==> config.mk <==
export PLATFORM = sky130hd
export DESIGN_NAME = sha_msg_schedule
export DESIGN_NICKNAME = d
export VERILOG_FILES = /design/src/rtl/sha_msg_schedule.sv
export SDC_FILE = /design/constraint.sdc
export NUM_CORES = 1
export LEC_CHECK = 0
export CORE_ASPECT_RATIO = 0.8
export CORE_MARGIN = 4
export CORE_UTILIZATION = 30
export DETAILED_ROUTE_END_ITERATION = 8
export PLACE_DENSITY_LB_ADDON = 0.08
export SLEW_MARGIN = 20
export SYNTH_ARGS = -nofsm -noshare
export SYNTH_HDL_FRONTEND = slang
export SYNTH_SLANG_ARGS = --single-unit
==> constraint.sdc <==
create_clock -name clk -period 10.5 [get_ports clk]
set_input_delay 2.1 -clock clk [delete_from_list [all_inputs] [get_ports clk]]
set_output_delay 2.1 -clock clk [all_outputs]
set_load 0.005 [all_outputs]
==> src/rtl/sha_msg_schedule.sv <==
// SHA-256 message schedule: loads one 512-bit block and streams W[0..ROUNDS-1] over a valid/ready handshake.
// Optional macro SHA_SCHED_PRELOAD_EN accepts the next block on the final word for back-to-back blocks.
module sha_msg_schedule #(
    parameter int ROUNDS = 64
) (
    input  logic         clk,
    input  logic         reset,
    input  logic         blk_valid,
    output logic         blk_ready,
    input  logic [511:0] blk_data,
    output logic         w_valid,
    input  logic         w_ready,
    output logic [31:0]  w_out,
    output logic [5:0]   w_idx,
    output logic         w_last
);

`ifdef SHA_SCHED_PRELOAD_EN
    localparam bit PRELOAD = 1'b1;
`else
    localparam bit PRELOAD = 1'b0;
`endif

    localparam logic [5:0] LAST_IDX = 6'(ROUNDS - 1);

    typedef enum logic {
        S_IDLE,
        S_RUN
    } state_t;

    state_t      r_state;
    logic [31:0] r_win [16];
    logic [5:0]  r_t;
    logic        r_last;
    logic        r_blk_ready;
    logic        w_hs;
    logic [5:0]  w_t_next;
    logic [31:0] w_new;

    function automatic logic [31:0] f_sigma0(input logic [31:0] x);
        return {x[6:0], x[31:7]} ^ {x[17:0], x[31:18]} ^ {3'b000, x[31:3]};
    endfunction

    function automatic logic [31:0] f_sigma1(input logic [31:0] x);
        return {x[16:0], x[31:17]} ^ {x[18:0], x[31:19]} ^ {10'd0, x[31:10]};
    endfunction

    assign w_hs     = (r_state == S_RUN) && w_ready;
    assign w_t_next = r_t + 6'd1;
    assign w_new    = f_sigma1(r_win[14]) + r_win[9] + f_sigma0(r_win[1]) + r_win[0];

    // NOTE: all state is updated with non-blocking assignments so the window shift reads pre-edge values.
    always_ff @(posedge clk) begin
        if (reset) begin
            r_state     <= S_IDLE;
            r_t         <= 6'd0;
            r_last      <= 1'b0;
            r_blk_ready <= 1'b1;
            // NOTE: the window is small and must read as zero after reset, so it is reset like any register.
            for (int i = 0; i < 16; i++) r_win[i] <= 32'd0;
        end else begin
            case (r_state)
                S_IDLE: begin
                    if (blk_valid) begin
                        for (int i = 0; i < 16; i++) r_win[i] <= blk_data[511-32*i -: 32];
                        r_t         <= 6'd0;
                        r_last      <= 1'b0;
                        r_blk_ready <= 1'b0;
                        r_state     <= S_RUN;
                    end
                end
                S_RUN: begin
                    if (w_hs) begin
                        if (r_last) begin
                            if (PRELOAD && blk_valid) begin
                                // Back-to-back block: reload in place without leaving RUN.
                                for (int i = 0; i < 16; i++) r_win[i] <= blk_data[511-32*i -: 32];
                                r_t         <= 6'd0;
                                r_last      <= 1'b0;
                                r_blk_ready <= 1'b0;
                            end else begin
                                r_t         <= 6'd0;
                                r_last      <= 1'b0;
                                r_blk_ready <= 1'b1;
                                r_state     <= S_IDLE;
                            end
                        end else begin
                            for (int i = 0; i < 15; i++) r_win[i] <= r_win[i+1];
                            r_win[15]   <= w_new;
                            r_t         <= w_t_next;
                            r_last      <= (w_t_next == LAST_IDX);
                            r_blk_ready <= PRELOAD && (w_t_next == LAST_IDX);
                        end
                    end
                end
                default: r_state <= S_IDLE;
            endcase
        end
    end

    assign blk_ready = r_blk_ready;
    assign w_valid   = (r_state == S_RUN);
    assign w_out     = r_win[0];
    assign w_idx     = r_t;
    assign w_last    = r_last;

endmodule

* Yosys cells after proc, flatten, opt, wreduce, memory -nomap -nowiden
Memory sizes are Yosys's and may differ from the RTL's.
Index checks and enable logic that the tools add are counted.
** Operators by class
- Add/sub/neg operators :: 4
- Equality and inequality tests :: 3
- Muxes and demuxes :: 56
- Bitwise gates (word level) :: 37
- Reduce and logical (&&, ||, !) cells :: 2
** Operator list (count)
- 32-bit 2-to-1 mux :: 32
- 32-bit adder :: 3
- 32-bit XOR :: 2
- 1-bit OR :: 32
- 32-bit by 22-bit XOR with 32-bit output :: 1
- 32-bit by 29-bit XOR with 32-bit output :: 1
- 6-bit 2-to-1 mux :: 3
- 1-bit 2-to-1 mux :: 17
- 6-bit case mux with 2 select lines :: 1
- 6-bit by 1-bit adder with 6-bit output (second input constant) :: 1
- 6-bit equality test (second input constant) :: 1
- 1-bit case mux with 2 select lines :: 3
- 2-bit by 1-bit inequality test with 1-bit output (second input constant) :: 1
- 2-bit inequality test (second input constant) :: 1
- 2-bit AND reduction :: 1
- 1-bit logical AND :: 1
- 1-bit NOT :: 1
** Word-level totals
- Flip-flop bits (word level) :: 9
- Bits in writable memories :: 512
- Input port bits :: 516
- Output and inout bits :: 41
- Logic and storage cells :: 107
- Memories kept :: 1
** Memories
- r_win :: depth 16, width 32, rd ports 16, clocked after memory_dff 0, wr ports 16, RTL line 32 : logic [31:0] r_win [16];

* Longest topological paths before layout
Gate-level depths: netlist of the first run.
- Word-level depth :: 6
- Depth in mapped cells :: 16
- Gate-level depth less buffers :: 16

* Worst setup path before layout of the first run
Ideal clock, no wire load.
- Path kind :: input-to-reg
- From :: in reset
- To :: mem r_win[1][0], enable pin
- Setup time :: 1.752 ns
- Arrival time :: 6.368 ns
- Data required time :: 8.748 ns
- Slack :: 2.380 ns
- Cell stages on the path :: 4
- Buffers on the path :: 2
- Cell sequence :: clkbuf_1 > nor2_1 > clkbuf_1 > nand2_1
** RTL lines
- start: declaration :: RTL line 7 : input logic reset,
- end: declaration :: RTL line 32

==> impl_metrics.env, run 1 <==
export IMPL_vias_per_cell=4.931
export IMPL_root_buffer="clkbuf_16"
export IMPL_synth_area_leaders="edfxtp_1 57%, nand2_1 7.8%, a22o_1 4.7%, fa_1 4.6%, xnor2_1 4.0%"
export IMPL_yosysTopAreaCell="edfxtp_1"
export IMPL_synth_xor_area_frac=0.04656
export IMPL_multi_input_area_mm2=0.01019
export IMPL_syn_avg_cell_area_um2=10.64
export IMPL_first_pass_iters=5
export IMPL_p_per_area_mw_per_mm2=211.4
export IMPL_initialDrtViolationCount=1903
export IMPL_final_common_cell="nand2_1"
export IMPL_worstPathRequired_ns=10.88
export IMPL_start_kind="flip-flop"
export IMPL_hp_class="flip-flop to flip-flop"
export IMPL_htreeDepth=2
export IMPL_synth_flop_cell="edfxtp_1"
export IMPL_rows=97
export IMPL_seq_area_mm2=0.01555
export IMPL_postCtsHoldBufs=0
export IMPL_antenna_found_initial=23
export IMPL_die_height_um=275.8
export IMPL_yosys_mux_area_fraction=0.001861
export IMPL_irDropWorstVdd_uv=132.2
export IMPL_synth_edf_count=512
export IMPL_cap_violations=0
export IMPL_crit_arrival_ns=5.62
export IMPL_postRouteAntennaNets=0
export IMPL_layout_common_cells="559 x nand2_1, 555 x clkdlybuf4s50_1, 512 x edfxtp_1, 206 x nor2_1, 204 x o21ai_0"
export IMPL_async_flop_share=0
export IMPL_synth_top_area_frac=0.5716
export IMPL_port_buffers=556
export IMPL_synth_top_family_by_area="compound AO/OA/AOI/OAI gates"
export IMPL_cts_clk_slew_worst_paths_ns=0.06
export IMPL_ys_ff_latch=521
export IMPL_crit_type="flip-flop to flip-flop"
export IMPL_dieArea_mm2=0.09454
export IMPL_wire_per_inst_um=26.20
export IMPL_die_w_um=342.8
export IMPL_cts_resized=0
export IMPL_pin_count=557
export IMPL_grt_pass1_wl_um=151700
export IMPL_whs_ns=0.4768
export IMPL_num_vias=20950
export IMPL_drive_above_1_share=0.04296
export IMPL_leakage_nw=13.41
export IMPL_numCtsBuffers=58
export IMPL_post_cts_setup_buffer_count=0
export IMPL_yosys_area_share_simple=0.1229
export IMPL_worstMarginPinSlew_ns=1.229
export IMPL_fin_crit_ns=5.245
export IMPL_dp_hpwl_um=83920
export IMPL_clkLatencyLatePin_ns=0.65
export IMPL_clock_path_buffers=3
export IMPL_gp_congestion=0.8712
export IMPL_fill_cells=8754
export IMPL_yosysWarnings=0
export IMPL_syn_nets=3138
export IMPL_start_util=0.3048
export IMPL_synth_distinct_cells=65
export IMPL_coreArea_mm2=0.08823
export IMPL_max_freq_mhz=190.7
export IMPL_final_area_mm2=0.03538
export IMPL_fin_setup_tns_ns=0
export IMPL_cts_tree="built"
export IMPL_synth_compound_area_share=0.1440
export IMPL_finalNetCount=3613
export IMPL_total_power_mw=7.480
export IMPL_drt_wl_total_um=111300
export IMPL_syn_area_mm2=0.02690
export IMPL_track_usage=0.2257
export IMPL_overflow=0
export IMPL_min_period_over_period=0.4995
export IMPL_rsz0062_at_grt="no"
export IMPL_grt_max_degree=200
export IMPL_finClkSkew_ns=0.03114
export IMPL_final_max_slew_viol_count=0
export IMPL_synthAdderAreaFrac=0.06150
export IMPL_post_dp_cell_area_mm2=0.03355
export IMPL_syn_inst=2527
export IMPL_synth_seq_area_share=0.5783
export IMPL_cts_num_sinks=521
export IMPL_relSlewSlack=0.1804
export IMPL_grt_pass1_vias=21220
export IMPL_crit_path_end_kind="flip-flop"
export IMPL_setup_viol=0
export IMPL_outcome="completed"
export IMPL_synthToLayoutAreaGrowth_pct=31.55
export IMPL_drc=0
export IMPL_finalHoldViolCount=0
export IMPL_crit_fanout=4
## critical path, cell delays in order, from the launching register on
cell and delay, ns:
edfxtp_1 0.53, xnor2_1 0.20, xnor2_1 0.51, fa_1 0.52, inv_1 0.08, fa_1 0.40
inv_1 0.07, ha_1 0.17, inv_1 0.07, fa_1 0.44, and2b_4 0.28, o2111ai_4 0.15
a211oi_4 0.39, o2111ai_1 0.33, a2111oi_2 0.54, mux2i_1 0.22, nand2_1 0.08
## sequential cells by signal (all words and copies together), names as in the netlist
register and flops:
blk_ready 1, r_win 512, w_idx 6, w_last 1
w_valid 1
## cell families (layout without fill, tap and decap cells)
kind of cell / after synthesis / after routing
and+or+nand+nor: 838 / 838
AOI/OAI and AO/OA: 615 / 615
DFF: 521 / 521
buffers and inverters: 310 / 832
xor gates and xnor gates: 143 / 143
adders and majority gates: 95 / 95
muxes: 5 / 5
other: 0 / 11
## routing by layer
metal	track usage	up-vias	wire length, um
met1	0.3064	10390	48410
met2	0.3610	680	52400
met4	0.05319	16	2074
li1	-	9745	-
met5	0	-	114
met3	0.06042	119	8297
## report_power, final
group	switching, mW	internal, mW
combinational	1.68	1.08
clock	0.897	1.09
sequential	0.192	2.54
## synth_stat cells, drive strengths merged (3+ instances only)
library cell,count
nand2,562
edfxtp,512
nor2,209
o21ai,206
a21oi,204
a22o,145
inv,145
clkbuf,137
xnor2,123
fa,62
ha,33
buf,27
xor2,20
nand3,16
a21o,13
nor3,12
dfxtp,9
and2,7
o21a,7
a211oi,6
nand3b,6
and3,5
mux2i,5
nand4,5
o31ai,4
or3,4
a2111oi,3
a22oi,3
a31oi,3
a32o,3
nor2b,3
o211ai,3
## worst paths after layout
kind	startpoint	slack [ns]	to	cells after the start
worst max-delay path	r_win[1][19]	5.25	r_win[15][29]	16
worst min-delay path	blk_ready	0.48	blk_ready	1
worst max register to register	r_win[1][19]	5.25	r_win[15][29]	16
worst min register to register	blk_ready	0.48	blk_ready	1
## through the flow
| stage | setup WS [ns] | std cells | utilization |
|---|---|---|---|
| 3_3_place_gp | 5.065 | 4129 | 0.3802 |
| 6_report | 5.255 | 4248 | 0.4010 |
| 4_1_cts | 5.272 | 4236 | 0.4004 |
| 3_5_place_dp | 5.000 | 4129 | 0.3802 |
| 2_1_floorplan | 2.380 | 2527 | - |
| 5_1_grt | 5.065 | 4244 | 0.4009 |
## layout make-up
cell class / instances / share of cell area
clock buffers: 71 / 0.04240
multi-input cells: 1696 / 0.2879
diodes: 11 / 0.0007779
repair buffers: 580 / 0.1640
well taps: 1188 / 0.04201
flip-flops and latches: 521 / 0.4396
inverters: 145 / 0.01538
clock inverters: 36 / 0.007921
Power figures use the tool's default switching activity.
==> run 2, diff against run 1 <==
==> constraint.sdc (replaced) <==
create_clock -name clk -period 4.6 [get_ports clk]
set_input_delay 0.92 -clock clk [delete_from_list [all_inputs] [get_ports clk]]
set_output_delay 0.92 -clock clk [all_outputs]
set_load 0.005 [all_outputs]
==> run 2 against run 1 <==
Effect of this change: design area rose by 2.2%; non-clock buffer count rose by 45; sequential cell count did not move; sequential share of layout area fell by 0.97 points; largest cell class unchanged.
==> impl_metrics.env, run 2 (synthesis results as in run 1) <==
export IMPL_first_pass_iters=5
export IMPL_finalNetCount=3659
export IMPL_cts_clk_slew_worst_paths_ns=0.06
export IMPL_final_max_slew_viol_count=0
export IMPL_holdPathStages=1
export IMPL_postCtsHoldBufs=0
export IMPL_cap_violations=0
export IMPL_r2r_end="r_win[15][27]"
export IMPL_p_sw_frac=0.3658
export IMPL_min_period_over_period=0.9821
export IMPL_crit_buf_inv=1
export IMPL_grt_max_degree=175
export IMPL_start_kind="flip-flop"
export IMPL_htreeDepth=2
export IMPL_finalHoldViolCount=0
export IMPL_slowest_delay_ns=0.51
export IMPL_relSlewSlack=0.2844
export IMPL_switching_power_mw=6.558
export IMPL_p_per_area_mw_per_mm2=495.5
export IMPL_crit_path_end_kind="flip-flop"
export IMPL_numCtsBuffers=59
export IMPL_largest_reg_flops=512
export IMPL_clock_path_buffers=3
export IMPL_synthToLayoutAreaGrowth_pct=34.51
export IMPL_hold_start="blk_ready"
export IMPL_dieArea_mm2=0.09454
export IMPL_finClkSkew_ns=0.03319
export IMPL_vias_per_cell=4.942
export IMPL_outcome="completed"
export IMPL_drc=0
export IMPL_cts_num_sinks=521
export IMPL_rrSetupSlack_ns=0.08
export IMPL_worstPathRequired_ns=4.98
export IMPL_fin_setup_tns_ns=0
export IMPL_die_w_um=342.8
export IMPL_dp_hpwl_um=87250
export IMPL_final_common_cell="nand2_1"
export IMPL_crit_chain="xnor2_1, xnor2_1, fa_1, inv_1, fa_1, fa_2, and2b_4, o2111ai_4, a211oi_4, o211ai_2, a2111oi_4, o31ai_1, a32o_1"
export IMPL_rsz0062_at_grt="yes"
export IMPL_wl_met1_um=51640
export IMPL_irDropWorstVdd_uv=305.9
export IMPL_finish_utilization=0.4100
export IMPL_layout_common_cells="559 x nand2_1, 555 x clkdlybuf4s50_1, 512 x edfxtp_1, 205 x nor2_1, 203 x o21ai_0"
export IMPL_clkLatencyLatePin_ns=0.66
export IMPL_crit_type="flip-flop to flip-flop"
export IMPL_initialDrtViolationCount=1955
export IMPL_pwr_share_clk=0.279
export IMPL_rr_startpoint="r_win[14][12]"
export IMPL_top_layer_used="met5"
export IMPL_r2r_cells=13
export IMPL_wl_met3_um=7121
export IMPL_grt_pass1_wl_um=155300
export IMPL_num_vias=21220
export IMPL_rows=97
export IMPL_port_buffers=556
export IMPL_cts_tree="built"
export IMPL_crit_fanout=4
export IMPL_drive_above_1_share=0.06492
export IMPL_routed_wl_met2_um=52540
export IMPL_wire_per_inst_um=26.29
export IMPL_track_usage=0.2298
export IMPL_drt_wl_total_um=112900
export IMPL_grt_pass1_vias=21420
export IMPL_antenna_found_initial=22
export IMPL_pin_count=557
export IMPL_regMostFlops="r_win"
export IMPL_start_util=0.3048
export IMPL_fin_crit_ns=4.518
export IMPL_slowest_stage="edfxtp_1"
export IMPL_worstMarginPinSlew_ns=1.073
export IMPL_hold_path_end="blk_ready"
export IMPL_hp_class="flip-flop to flip-flop"
export IMPL_seq_power_share=0.343
export IMPL_root_buffer="clkbuf_16"
export IMPL_p_int_mw=11.37
export IMPL_setup_viol=0
export IMPL_max_freq_mhz=221.3
export IMPL_gp_congestion=0.8750
export IMPL_postRouteAntennaNets=0
export IMPL_leakage_nw=13.81
export IMPL_pwr_share_comb=0.378
export IMPL_crit_family="compound AO/OA/AOI/OAI gates"
export IMPL_crit_arrival_ns=4.90
export IMPL_fill_cells=8657
export IMPL_coreArea_mm2=0.08823
export IMPL_overflow=0
export IMPL_die_height_um=275.8
==> run 2: cell count changes in the layout (fill, tap and decap cells not counted), sizes merged <==
cell | before | now
diode | 11 | 10
clkinv | 30 | 28
bufinv | 3 | 10
buf | 25 | 70
inv | 146 | 148
clkbuf | 71 | 66
==> run 2: worst register-to-register path: cells and delay by family (launching register included) <==
kind | cells | cell delay (ns)
AOI/OAI and AO/OA | 6 | 1.56
adders and majority gates | 3 | 1.33
and+or+nand+nor | 1 | 0.27
buffers and inverters | 1 | 0.08
xor gates and xnor gates | 2 | 0.51
DFF | 1 | 0.51
==> run 2: how the worst max path moves through the flow <==
stage | from | to | slack (ns) | cells after the start
final | r_win[14][12] | r_win[15][27] | 0.08 | 13
after global routing | r_win[14][18] | r_win[15][27] | -0.11 | 16
after CTS | r_win[1][19] | r_win[15][27] | 0.02 | 16
after detailed placement | r_win[1][8] | r_win[15][29] | -0.14 | 17
after global placement | r_win[1][8] | r_win[15][29] | -0.22 | 17
after floorplan | reset | r_win[10][0] | 0.26 | 4
==> run 2: final cells by class <==
| class | count | area [um^2] | share of cell area |
|---|---|---|---|
| well taps | 1188 | 1486 | 0.04108 |
| repair buffers | 625 | 6247 | 0.1727 |
| multi-input cells | 1696 | 10320 | 0.2853 |
| clock inverters | 43 | 496.7 | 0.01373 |
| flip-flops and latches | 521 | 15550 | 0.4299 |
| clock buffers | 66 | 1503 | 0.04153 |
| diodes | 10 | 25.02 | 0.0006917 |
| inverters | 145 | 544.3 | 0.01504 |
==> run 2: per-layer routing <==
layer	up-vias	GRT usage
met5	-	0
met4	18	0.03806
met3	108	0.04783
met2	592	0.3677
met1	10670	0.3269
li1	9839	-
==> run 2: timing repair <==
item                       CTS  global route
hold endpoints to repair     0             0
setup endpoints to repair    6            15
gates resized for setup      8            12
setup buffers                1             3
pin swaps                    9            13
==> run 2: per-stage QoR <==
stage	hold slack [ns]	std cells	worst slack, ns	power [mW]	cell area (um^2)
final	0.4716	4294	0.08212	17.93	36180
after floorplan	0.4606	2527	0.2590	10.14	26910
after global placement	0.4522	4173	-0.2242	12.93	34030
after CTS	0.4715	4282	0.01712	17.98	36070
after global routing	0.4910	4288	-0.1075	18.88	36160
after detailed placement	0.4570	4173	-0.1361	12.89	34030
==> run 2: power groups by stage <==
stage               clock network (mW)  logic [mW]  registers [mW]
floorplan                            0        4.05            6.08
global placement                     0        6.69            6.24
detailed placement                   0        6.65            6.24
CTS                               5.10        6.72            6.15
global route                      5.30        7.39            6.20
finish                            5.00        6.77            6.16
